==> config.mk <==
export PLATFORM = sky130hd
export DESIGN_NAME = dram_port_arbiter_flat
export DESIGN_NICKNAME = d
export VERILOG_FILES = /design/src/rtl/dram_arb_pkg.sv /design/src/rtl/dram_port_arbiter_if.sv /design/src/rtl/ard_addr_counter.sv /design/src/rtl/dram_port_arbiter.sv /design/src/flat_wrapper.sv
export SDC_FILE = /design/constraint.sdc
export NUM_CORES = 1
export LEC_CHECK = 0
export BUFFER_PORTS_ARGS = -buffer_cell sky130_fd_sc_hd__buf_2
export CORE_MARGIN = 10
export CORE_UTILIZATION = 30
export CTS_CLUSTER_SIZE = 12
export DETAILED_ROUTE_END_ITERATION = 10
export SLEW_MARGIN = 20
export SYNTH_ARGS = -nofsm -noshare
export SYNTH_HDL_FRONTEND = slang
export SYNTH_SLANG_ARGS = --single-unit
==> constraint.sdc <==
create_clock -name clk -period 4.7 [get_ports clk]
set_input_delay 0.94 -clock clk [delete_from_list [all_inputs] [get_ports clk]]
set_output_delay 0.94 -clock clk [all_outputs]
set_load 0.1 [all_outputs]
==> src/rtl/dram_arb_pkg.sv <==
// Shared types and default widths for the DRAM port arbiter slice.
package dram_arb_pkg;

    localparam int ADDR_W_DEF = 20;
    localparam int DATA_W_DEF = 16;

    typedef enum logic [1:0] {IDLE, ISSUE, WAIT, DONE} state_t;
    typedef enum logic [1:0] {OWN_NONE, OWN_CPU, OWN_ARD} owner_t;

endpackage

==> src/rtl/dram_port_arbiter_if.sv <==
// DRAM macro bus: the arbiter is the master, the DRAM macro the slave.
interface dram_port_arbiter_if
    import dram_arb_pkg::*;
#(
    parameter int ADDR_W = ADDR_W_DEF,
    parameter int DATA_W = DATA_W_DEF
);
    logic [ADDR_W-1:0] mem_addr;
    logic [DATA_W-1:0] mem_wdata;
    logic              mem_we;
    logic [DATA_W-1:0] mem_rdata;

    modport master (output mem_addr, output mem_wdata, output mem_we, input mem_rdata);
    modport slave  (input mem_addr, input mem_wdata, input mem_we, output mem_rdata);
endinterface

==> src/rtl/ard_addr_counter.sv <==
// Arduino streaming address counter with start reload, advance and wrap pulse.
module ard_addr_counter
    import dram_arb_pkg::*;
#(
    parameter int                ADDR_W   = ADDR_W_DEF,
    parameter logic [ADDR_W-1:0] ARD_BASE = '0,
    parameter logic [ADDR_W-1:0] ARD_LAST = '1
) (
    input  logic              clk,
    input  logic              rst,
    input  logic              start,
    input  logic              advance,
    input  logic              suppress,
    output logic [ADDR_W-1:0] ard_addr,
    output logic              ard_wrap
);

    always_ff @(posedge clk or negedge rst) begin
        if (!rst) begin
            ard_addr <= ARD_BASE;
            ard_wrap <= 1'b0;
        end else begin
            ard_wrap <= 1'b0;
            if (start) begin
                ard_addr <= ARD_BASE;
            end else if (advance && !suppress) begin
                if (ard_addr == ARD_LAST) begin
                    ard_addr <= ARD_BASE;
                    ard_wrap <= 1'b1;
                end else begin
                    ard_addr <= ard_addr + ADDR_W'(1);
                end
            end
        end
    end

endmodule

==> src/rtl/dram_port_arbiter.sv <==
// Shares one DRAM port between the CPU load/store path and the Arduino stream.
//   state | meaning
//   IDLE  | arbitrate; on grant register mem bus from winner
//   ISSUE | address/write presented to DRAM (mem_we high for writes)
//   WAIT  | MEM_LAT cycles; last edge captures mem_rdata for the owner
//   DONE  | owner's ack/valid pulse, Arduino counter already advanced
module dram_port_arbiter
    import dram_arb_pkg::*;
#(
    parameter int                ADDR_W     = ADDR_W_DEF,
    parameter int                DATA_W     = DATA_W_DEF,
    parameter int                MEM_LAT    = 1,
    parameter logic [ADDR_W-1:0] ARD_BASE   = '0,
    parameter logic [ADDR_W-1:0] ARD_LAST   = '1,
    parameter int                STARVE_MAX = 4
) (
    input  logic                clk,
    input  logic                rst,
    input  logic                cpu_req,
    input  logic                cpu_we,
    input  logic [ADDR_W-1:0]   cpu_addr,
    input  logic [DATA_W-1:0]   cpu_wdata,
    output logic                cpu_ack,
    output logic [DATA_W-1:0]   cpu_rdata,
    input  logic                ard_req,
    input  logic                ard_we,
    input  logic [DATA_W-1:0]   ard_wdata,
    input  logic                ard_start,
    output logic [ADDR_W-1:0]   ard_addr,
    output logic                ard_valid,
    output logic [DATA_W-1:0]   ard_rdata,
    output logic                ard_wrap,
    output logic                ard_overrun,
    dram_port_arbiter_if.master mem
);

    localparam int SW = $clog2(STARVE_MAX + 1);

    state_t            state;
    owner_t            owner;
    logic [2:0]        wait_cnt;
    logic              ard_pend;
    logic              ard_we_q;
    logic [DATA_W-1:0] ard_wdata_q;
    logic [SW-1:0]     starve_cnt;
    logic              ard_sup;
    logic              grant_cpu;
    logic              grant_ard;
    logic              advance;

    always_comb begin
        grant_cpu = 1'b0;
        grant_ard = 1'b0;
        if (state == IDLE) begin
            if (ard_pend && starve_cnt == SW'(STARVE_MAX)) grant_ard = 1'b1;
            else if (cpu_req)                               grant_cpu = 1'b1;
            else if (ard_pend)                              grant_ard = 1'b1;
        end
    end

    assign advance = (state == WAIT) && (wait_cnt == 3'd0) && (owner == OWN_ARD);

    always_ff @(posedge clk or negedge rst) begin
        if (!rst) begin
            state         <= IDLE;
            owner         <= OWN_NONE;
            wait_cnt      <= 3'd0;
            mem.mem_addr  <= '0;
            mem.mem_wdata <= '0;
            mem.mem_we    <= 1'b0;
            cpu_ack       <= 1'b0;
            cpu_rdata     <= '0;
            ard_valid     <= 1'b0;
            ard_rdata     <= '0;
            ard_sup       <= 1'b0;
        end else begin
            cpu_ack    <= 1'b0;
            ard_valid  <= 1'b0;
            mem.mem_we <= 1'b0;
            case (state)
                IDLE: begin
                    if (grant_cpu) begin
                        mem.mem_addr  <= cpu_addr;
                        mem.mem_wdata <= cpu_wdata;
                        mem.mem_we    <= cpu_we;
                        owner         <= OWN_CPU;
                        ard_sup       <= 1'b0;
                        state         <= ISSUE;
                    end else if (grant_ard) begin
                        mem.mem_addr  <= ard_addr;
                        mem.mem_wdata <= ard_wdata_q;
                        mem.mem_we    <= ard_we_q;
                        owner         <= OWN_ARD;
                        ard_sup       <= ard_start;
                        state         <= ISSUE;
                    end
                end
                ISSUE: begin
                    wait_cnt <= 3'(MEM_LAT - 1);
                    state    <= WAIT;
                end
                WAIT: begin
                    if (wait_cnt == 3'd0) begin
                        if (owner == OWN_CPU) begin
                            cpu_rdata <= mem.mem_rdata;
                            cpu_ack   <= 1'b1;
                        end else begin
                            ard_rdata <= mem.mem_rdata;
                            ard_valid <= 1'b1;
                        end
                        state <= DONE;
                    end else begin
                        wait_cnt <= wait_cnt - 3'd1;
                    end
                end
                DONE: begin
                    owner <= OWN_NONE;
                    state <= IDLE;
                end
                default: state <= IDLE;
            endcase
            // a restart during an Arduino access keeps its result but not its increment
            if (ard_start && owner == OWN_ARD && state != IDLE) ard_sup <= 1'b1;
        end
    end

    always_ff @(posedge clk or negedge rst) begin
        if (!rst) begin
            ard_pend    <= 1'b0;
            ard_overrun <= 1'b0;
            ard_we_q    <= 1'b0;
            ard_wdata_q <= '0;
            starve_cnt  <= '0;
        end else begin
            if (ard_start) begin
                ard_pend    <= 1'b0;
                ard_overrun <= 1'b0;
            end else if (grant_ard) begin
                ard_pend <= 1'b0;
            end
            // a request landing on the grant edge does not lose the granted one
            if (ard_req) begin
                ard_pend    <= 1'b1;
                ard_we_q    <= ard_we;
                ard_wdata_q <= ard_wdata;
                if (ard_pend && !ard_start && !grant_ard) ard_overrun <= 1'b1;
            end
            if (!ard_pend || grant_ard)
                starve_cnt <= '0;
            else if (grant_cpu && starve_cnt != SW'(STARVE_MAX))
                starve_cnt <= starve_cnt + SW'(1);
        end
    end

    ard_addr_counter #(
        .ADDR_W   (ADDR_W),
        .ARD_BASE (ARD_BASE),
        .ARD_LAST (ARD_LAST)
    ) u_ard_cnt (
        .clk      (clk),
        .rst      (rst),
        .start    (ard_start),
        .advance  (advance),
        .suppress (ard_sup),
        .ard_addr (ard_addr),
        .ard_wrap (ard_wrap)
    );

endmodule
==> src/flat_wrapper.sv <==
// flat-port wrapper written by rule: the top's interface ports become plain ports
module dram_port_arbiter_flat import dram_arb_pkg::*;
#(
    parameter int                ADDR_W     = ADDR_W_DEF,
    parameter int                DATA_W     = DATA_W_DEF,
    parameter int                MEM_LAT    = 1,
    parameter logic [ADDR_W-1:0] ARD_BASE   = '0,
    parameter logic [ADDR_W-1:0] ARD_LAST   = '1,
    parameter int                STARVE_MAX = 4
)
  (clk, rst, cpu_req, cpu_we, cpu_addr, cpu_wdata, cpu_ack, cpu_rdata, ard_req, ard_we, ard_wdata, ard_start, ard_addr, ard_valid, ard_rdata, ard_wrap, ard_overrun, mem_mem_addr, mem_mem_wdata, mem_mem_we, mem_mem_rdata);
  dram_port_arbiter_if #(.ADDR_W(ADDR_W), .DATA_W(DATA_W)) mem_i ();
  input  logic clk;
  input  logic rst;
  input  logic cpu_req;
  input  logic cpu_we;
  input  logic [ADDR_W-1:0] cpu_addr;
  input  logic [DATA_W-1:0] cpu_wdata;
  output logic cpu_ack;
  output logic [DATA_W-1:0] cpu_rdata;
  input  logic ard_req;
  input  logic ard_we;
  input  logic [DATA_W-1:0] ard_wdata;
  input  logic ard_start;
  output logic [ADDR_W-1:0] ard_addr;
  output logic ard_valid;
  output logic [DATA_W-1:0] ard_rdata;
  output logic ard_wrap;
  output logic ard_overrun;
  output wire logic [$bits(mem_i.mem_addr)-1:0] mem_mem_addr;
  output wire logic [$bits(mem_i.mem_wdata)-1:0] mem_mem_wdata;
  output wire logic [$bits(mem_i.mem_we)-1:0] mem_mem_we;
  input wire logic [$bits(mem_i.mem_rdata)-1:0] mem_mem_rdata;
  assign mem_mem_addr = mem_i.mem_addr;
  assign mem_mem_wdata = mem_i.mem_wdata;
  assign mem_mem_we = mem_i.mem_we;
  assign mem_i.mem_rdata = mem_mem_rdata;
  dram_port_arbiter #(.ADDR_W(ADDR_W), .DATA_W(DATA_W), .MEM_LAT(MEM_LAT), .ARD_BASE(ARD_BASE), .ARD_LAST(ARD_LAST), .STARVE_MAX(STARVE_MAX)) u_core (.clk(clk), .rst(rst), .cpu_req(cpu_req), .cpu_we(cpu_we), .cpu_addr(cpu_addr), .cpu_wdata(cpu_wdata), .cpu_ack(cpu_ack), .cpu_rdata(cpu_rdata), .ard_req(ard_req), .ard_we(ard_we), .ard_wdata(ard_wdata), .ard_start(ard_start), .ard_addr(ard_addr), .ard_valid(ard_valid), .ard_rdata(ard_rdata), .ard_wrap(ard_wrap), .ard_overrun(ard_overrun), .mem(mem_i));
endmodule
==> metrics.yaml, run 1 <==
final_util_pct: 39.8
syn_area_sq_um: 5480
grt_pass1_wl_microns: 25400
layout_setup_ws_ns: 2.13
whs_ns: 0.468
setup_tns_ns: 0
fmax_mhz: 389
grt_overflow: 0
cts_resized: 0
path_cells: "inv_1 > ha_1 > nand4b_4 > or3_4 > o41ai_4 > nor2_1"
layout-drive-gt1-share_pct: 39.0
grt_use_total_pct: 13.2
worstPathMaxFanout: 14
netlist_instances: 503
worstHoldPathType: "flip-flop to flip-flop"
numCtsBuffers: 17
ys_seq_elements: 122
drc: 0
synthDistinctLibCells: 56
finalCriticalPeriod_ns: 2.57
n_antenna_cell: 0
grt_antenna_before_repair: 0
dp_hpwl_microns: 11400
clock_path_buffers: 2
drt_pass1_iterations: 4
timing_hold_violations_final: 0
grt_max_degree: 60
nets: 752
rrSetupSlack_ns: 2.13
startpoint: "u_core.state[0]$_DFFE_PN0P_"
io_pins: 168
status: "finished, final reports clean"
wl_microns: 15800
syn_nets: 588
area_growth_pct: 30.3
clock-root-buffer: "clkbuf_16"
cpPeakStageDelay_ns: 0.61
reg2reg_to: "u_core.u_ard_cnt.ard_addr[5]$_DFFE_PN0P_"
synth-seq-area-share_pct: 55.7
slew_viol_final: 0
rsz0062_at_grt: "no"
core_area_sq_um: 18000
setup_violations: 0
r2r_start: "u_core.state[0]$_DFFE_PN0P_"
worst_pin_slew_ns: 1.02
dp_slack_ns: 2.01
clkTransAtPathRegs_ns: 0.06
crit_path_end: "u_core.u_ard_cnt.ard_addr[5]$_DFFE_PN0P_"
cp.arrival_ns: 2.83
yosys_warnings: 0
clk_latency_ns: 0.41
tritoncts: "done"
vias_per_cell: 4.90
port_buffers: 167
avgSynthCellArea_sq_um: 10.9
synth_edf_count: 0
cts_setup_buffers: 0
fp-row-count: 49
synthFlopType: "dfrtp_1"
cap_violations: 0
num_vias: 4453
crit_slowest_cell: "o41ai_4"
place_congestion: 0.831
crit_path_start_kind: "flip-flop"
postSynth.asyncResetShare_pct: 100
fp.dieW_microns: 155
dieArea_sq_um: 24100
crit_type: "flip-flop to flip-flop"
worst_r2r_path_depth: 6
wl_per_cell_microns: 17.4
crit_path_end_kind: "flip-flop"
start_util_pct: 30.5
cts_hold_buffers: 0
htreeDepth: 4
grt_pass1_vias: 4615
die_y_microns: 155
clock_sinks: 122
slew_headroom_pct: 31.5
drt_iter0_drc: 251
cp.required_ns: 4.96
finalClockSkew_ns: 0.00857
drtAntennaViolNets: 0
final.period_utilization_pct: 54.7
## sequential cells by signal, indices dropped and copies added (netlist names), 2 cells and up
name and count:
u_core.ard_rdata 16, u_core.ard_wdata_q 16, u_core.cpu_rdata 16, u_core.mem.mem_addr 20, u_core.mem.mem_wdata 16, u_core.owner 2, u_core.starve_cnt 3, u_core.state 2
u_core.u_ard_cnt.ard_addr 20, u_core.wait_cnt 3
## layout make-up
class,instances,area (sq um)
Fill cell,1799,10800
Clock inverter,8,92.6
Clock buffer,23,488
Inverter,14,52.6
Tap cell,229,287
Sequential cell,122,3050
Timing Repair Buffer,173,903
Multi-Input combinational cell,339,2270
## cell families (layout without fill, tap and decap cells)
| kind of cell | Yosys count | count (layout) | synth area share, % |
|---|---|---|---|
| AO/OA/AOI/OAI | 93 | 93 | 11.5 |
| XOR/XNOR | 6 | 6 | 0.958 |
| adder cells (fa/ha/maj) | 10 | 10 | 2.28 |
| buffers and inverters | 42 | 218 | 3.33 |
| flip-flops | 122 | 122 | 55.7 |
| multiplexers | 51 | 51 | 10.5 |
| AND/OR/NAND/NOR | 179 | 179 | 15.8 |
## synthesized netlist by cell type, drive strengths merged (3+ instances only)
| cell | n | area [sq um] |
|---|---|---|
| or2 | 3 | 18.8 |
| a31oi | 24 | 150 |
| nand2 | 90 | 338 |
| a22oi | 12 | 90.1 |
| o41ai | 3 | 33.8 |
| or3 | 3 | 28.8 |
| clkbuf | 20 | 76.3 |
| inv | 14 | 52.6 |
| dfrtp | 122 | 3050 |
| o21a | 3 | 22.5 |
| nand3 | 9 | 50.1 |
| a21oi | 12 | 63.8 |
| mux2 | 50 | 563 |
| nor2 | 36 | 135 |
| ha | 10 | 125 |
| nand4 | 3 | 25.0 |
| a22o | 3 | 26.3 |
| or4 | 8 | 63.8 |
| nor4 | 4 | 25.0 |
| buf | 8 | 53.8 |
| nor2b | 5 | 31.3 |
| and3 | 3 | 18.8 |
| o21ai | 15 | 75.1 |
| o31ai | 11 | 82.6 |
| xnor2 | 6 | 52.6 |
## metrics by stage
| step | area, sq um | cells |
|---|---|---|
| finish | 7150 | 908 |
| global route | 7150 | 908 |
| CTS | 7120 | 907 |
| detailed placement | 6540 | 876 |
| global placement | 6530 | 876 |
| floorplan | 5480 | 503 |
## cell usage in the layout (no fill, tap or decap), types with 3 or more instances in the layout
cell type / instances
a22oi_1: 12
nand2_1: 90
nor4_1: 4
clkinv_2: 5
ha_1: 10
o21a_1: 3
clkbuf_16: 17
inv_1: 14
dfrtp_1: 122
nand3_1: 8
nor2b_1: 5
o21ai_0: 13
nor2_1: 36
buf_4: 6
clkbuf_8: 4
xnor2_1: 6
a22o_1: 3
a31oi_1: 24
or4_1: 7
buf_2: 166
a21oi_1: 11
o31ai_1: 11
mux2_2: 50
or2_2: 3
and3_1: 3
## critical path, delay by kind of cell, from the launching register on
family | cells | cell delay (ns)
simple gates | 3 | 0.83
compound gates | 1 | 0.61
fa+ha+maj | 1 | 0.44
flops | 1 | 0.41
buf+inv | 1 | 0.11
## how the worst min path moves through the flow
stage | from | end | slack (ns) | cells after the start
2_1_floorplan | u_core.wait_cnt[0]$_DFFE_PN0P_ | u_core.wait_cnt[0]$_DFFE_PN0P_ | 0.46 | 1
3_3_place_gp | u_core.mem.mem_addr[10]$_DFFE_PN0P_ | u_core.mem.mem_addr[10]$_DFFE_PN0P_ | 0.46 | 2
3_5_place_dp | u_core.mem.mem_addr[12]$_DFFE_PN0P_ | u_core.mem.mem_addr[12]$_DFFE_PN0P_ | 0.46 | 2
4_1_cts | u_core.mem.mem_addr[12]$_DFFE_PN0P_ | u_core.mem.mem_addr[12]$_DFFE_PN0P_ | 0.47 | 2
5_1_grt | u_core.mem.mem_addr[9]$_DFFE_PN0P_ | u_core.mem.mem_addr[9]$_DFFE_PN0P_ | 0.49 | 2
6_report | u_core.mem.mem_addr[9]$_DFFE_PN0P_ | u_core.mem.mem_addr[9]$_DFFE_PN0P_ | 0.47 | 2
## layer usage
metal,track usage [%],vias to the layer above,wire (microns)
li1,-,2114,-
met1,16.7,2154,6900
met2,20.0,168,7170
met3,5.73,17,1450
met4,4.06,0,263
met5,0,-,0
Power of run 1 is left out: the tool's default activity adds up to more than one toggle a clock period on the data nets, which glitch-free logic cannot reach.
==> run 2: changes to the inputs <==
==> constraint.sdc (replaced) <==
create_clock -name clk -period 2.05 [get_ports clk]
set_input_delay 0.41 -clock clk [delete_from_list [all_inputs] [get_ports clk]]
set_output_delay 0.41 -clock clk [all_outputs]
set_load 0.1 [all_outputs]
==> metrics.yaml, run 2 (same netlist as run 1, synthesis figures left out) <==
status: "finished, final reports clean"
wl_microns: 16400  # +4.1%
met3_usage_pct: 5.68  # -0.055 points
port_buffers: 167  # unchanged
setup_violations: 0  # unchanged
worstHoldPathType: "primary input to flip-flop"
numCtsBuffers: 17  # unchanged
hold_path.startpoint: "cpu_addr[6]"
fmax_mhz: 497  # +28%
wl_per_cell_microns: 17.4  # +0.24%
crit_type: "flip-flop to flip-flop"
layout_setup_ws_ns: 0.0392  # -2.09 ns
final_cell_mix: "166 x buf_2, 102 x dfrtp_1, 90 x nand2_1"
dieArea_sq_um: 24100  # unchanged
reg2reg_to: "u_core.u_ard_cnt.ard_addr[13]$_DFFE_PN0P_"
drt_pass1_iterations: 4  # unchanged
mostFrequentLayoutCell: "buf_2"
grt_pass1_wl_microns: 26000  # +2.4%
clock_path_buffers: 2  # unchanged
clk_latency_ns: 0.41  # about the same
grt_antenna_before_repair: 1  # +1
dp_hpwl_microns: 12200  # +6.3%
area_growth_pct: 37.2
die_y_microns: 155  # unchanged
stdcell_area_sq_um: 7520  # +5.3%
clock_sinks: 122  # unchanged
finalCriticalPeriod_ns: 2.01  # -0.560 ns
rsz0062_at_grt: "yes"
rrSetupSlack_ns: 0.04  # -2.09 ns
start_util_pct: 30.5  # unchanged
tritoncts: "done"
htreeDepth: 4  # unchanged
timing_hold_violations_final: 0  # unchanged
worst_r2r_path_depth: 8  # +2
grt_pass1_vias: 4719  # +2.3%
final_util_pct: 41.9  # +2.1 points
clkTransAtPathRegs_ns: 0.05  # about the same
drtAntennaViolNets: 0  # unchanged
final.period_utilization_pct: 98.1  # +43 points
nets: 786  # +4.5%
io_pins: 168  # unchanged
slew_viol_final: 0  # unchanged
hold_end: "u_core.mem.mem_addr[6]$_DFFE_PN0P_"
reg_top3: "u_core.mem.mem_addr: 20 flops, u_core.u_ard_cnt.ard_addr: 20 flops"
grt_max_degree: 47  # -22%
fp-row-count: 49  # unchanged
top_usage_layer: "met2"
grt_overflow: 0  # unchanged
cap_violations: 0  # unchanged
clock-root-buffer: "clkbuf_16"
fp.dieW_microns: 155  # unchanged
met1_usage_pct: 16.1  # -0.59 points
num_vias: 4543  # +2.0%
place_inst: 904  # +3.2%
final-instance-count-excl-fill: 943  # +3.9%
gr-usage-met2_pct: 21.6  # +1.6 points
cp.required_ns: 2.39  # -2.57 ns
slew_headroom_pct: 53.1  # +22 points
core_area_sq_um: 18000  # unchanged
drt_iter0_drc: 238  # -5.2%
dpl-instance-area_sq_um: 6850  # +4.8%
crit_path_start_kind: "flip-flop"
worstPathMaxFanout: 6  # -8
layout-drive-gt1-share_pct: 45.7  # +6.7 points
worst_pin_slew_ns: 0.704  # -0.320 ns
r2r_start: "u_core.wait_cnt[1]$_DFFE_PN0P_"
hold_depth: 3  # +1
place_congestion: 0.834  # +0.45%
drc: 0  # unchanged
crit_path_end_kind: "flip-flop"
dp_slack_ns: -0.0191  # -2.03 ns
finalClockSkew_ns: 0.0145  # +0.00589 ns
fillers: 1755  # -2.4%
grt_use_total_pct: 13.5  # +0.27 points
vias_per_cell: 4.82  # -1.8%
cp.arrival_ns: 2.35  # -0.48 ns
[run 2: cell types whose count changed in the layout (fill, tap and decap cells not counted), moves of 3 or more]
| cell | previous run | this run |
|---|---|---|
| dfrtp_2 | 0 | 14 |
| buf_12 | 0 | 6 |
| dfrtp_1 | 122 | 102 |
| clkinv_2 | 5 | 2 |
| dfrtp_4 | 0 | 6 |
| buf_4 | 6 | 33 |
[run 2: per-stage QoR]
stage / TNS (ns) / hold WS, ns
global route: -0.0318 / 0.215
floorplan: -0.158 / 0.114
detailed placement: -0.0249 / 0.406
CTS: 0 / 0.208
global placement: 0 / 0.407
finish: 0 / 0.225
[run 2: final cells by class]
cell class / instances / area (sq um) / share of cell area, %
Tap cell: 229 / 287 / 3.81
Clock buffer: 25 / 495 / 6.59
Inverter: 14 / 52.6 / 0.699
Timing Repair Buffer: 207 / 1220 / 16.2
Multi-Input combinational cell: 339 / 2310 / 30.7
Antenna cell: 1 / 2.50 / 0.0333
Sequential cell: 122 / 3090 / 41.1
Clock inverter: 6 / 63.8 / 0.848
[run 2: what timing repair did]
action,CTS,global route
hold endpoints to repair,29,0
pin swaps,5,1
setup endpoints to repair,4,12
resized for setup,8,5
setup buffers,4,2
hold buffers,1,0
[run 2: how the worst max path moves through the flow]
stage | startpoint | to | slack [ns]
global placement | u_core.wait_cnt[1]$_DFFE_PN0P_ | u_core.u_ard_cnt.ard_addr[15]$_DFFE_PN0P_ | 0.007
global route | u_core.wait_cnt[1]$_DFFE_PN0P_ | u_core.u_ard_cnt.ard_addr[15]$_DFFE_PN0P_ | -0.01
floorplan | u_core.wait_cnt[1]$_DFFE_PN0P_ | u_core.u_ard_cnt.ard_addr[16]$_DFFE_PN0P_ | -0.05
finish | u_core.wait_cnt[1]$_DFFE_PN0P_ | u_core.u_ard_cnt.ard_addr[13]$_DFFE_PN0P_ | 0.04
detailed placement | u_core.wait_cnt[1]$_DFFE_PN0P_ | u_core.u_ard_cnt.ard_addr[15]$_DFFE_PN0P_ | -0.02
CTS | u_core.wait_cnt[1]$_DFFE_PN0P_ | u_core.u_ard_cnt.ard_addr[12]$_DFFE_PN0P_ | 0.002
[run 2: metal layers]
layer  up-vias  wire (microns)
met3        14            1320
met4         0             201
met5         -               0
li1       2185               -
met1      2209            7100
met2       135            7790
[run 2: critical path, stage by stage, from the launching register on]
cell and delay [ns]:
dfrtp_1 0.38, inv_2 0.08, ha_4 0.14, ha_4 0.14, nand4b_4 0.12, or3_4 0.40
buf_6 0.15, or4_4 0.41, a21oi_2 0.12
Power of run 2 is left out for the same reason.
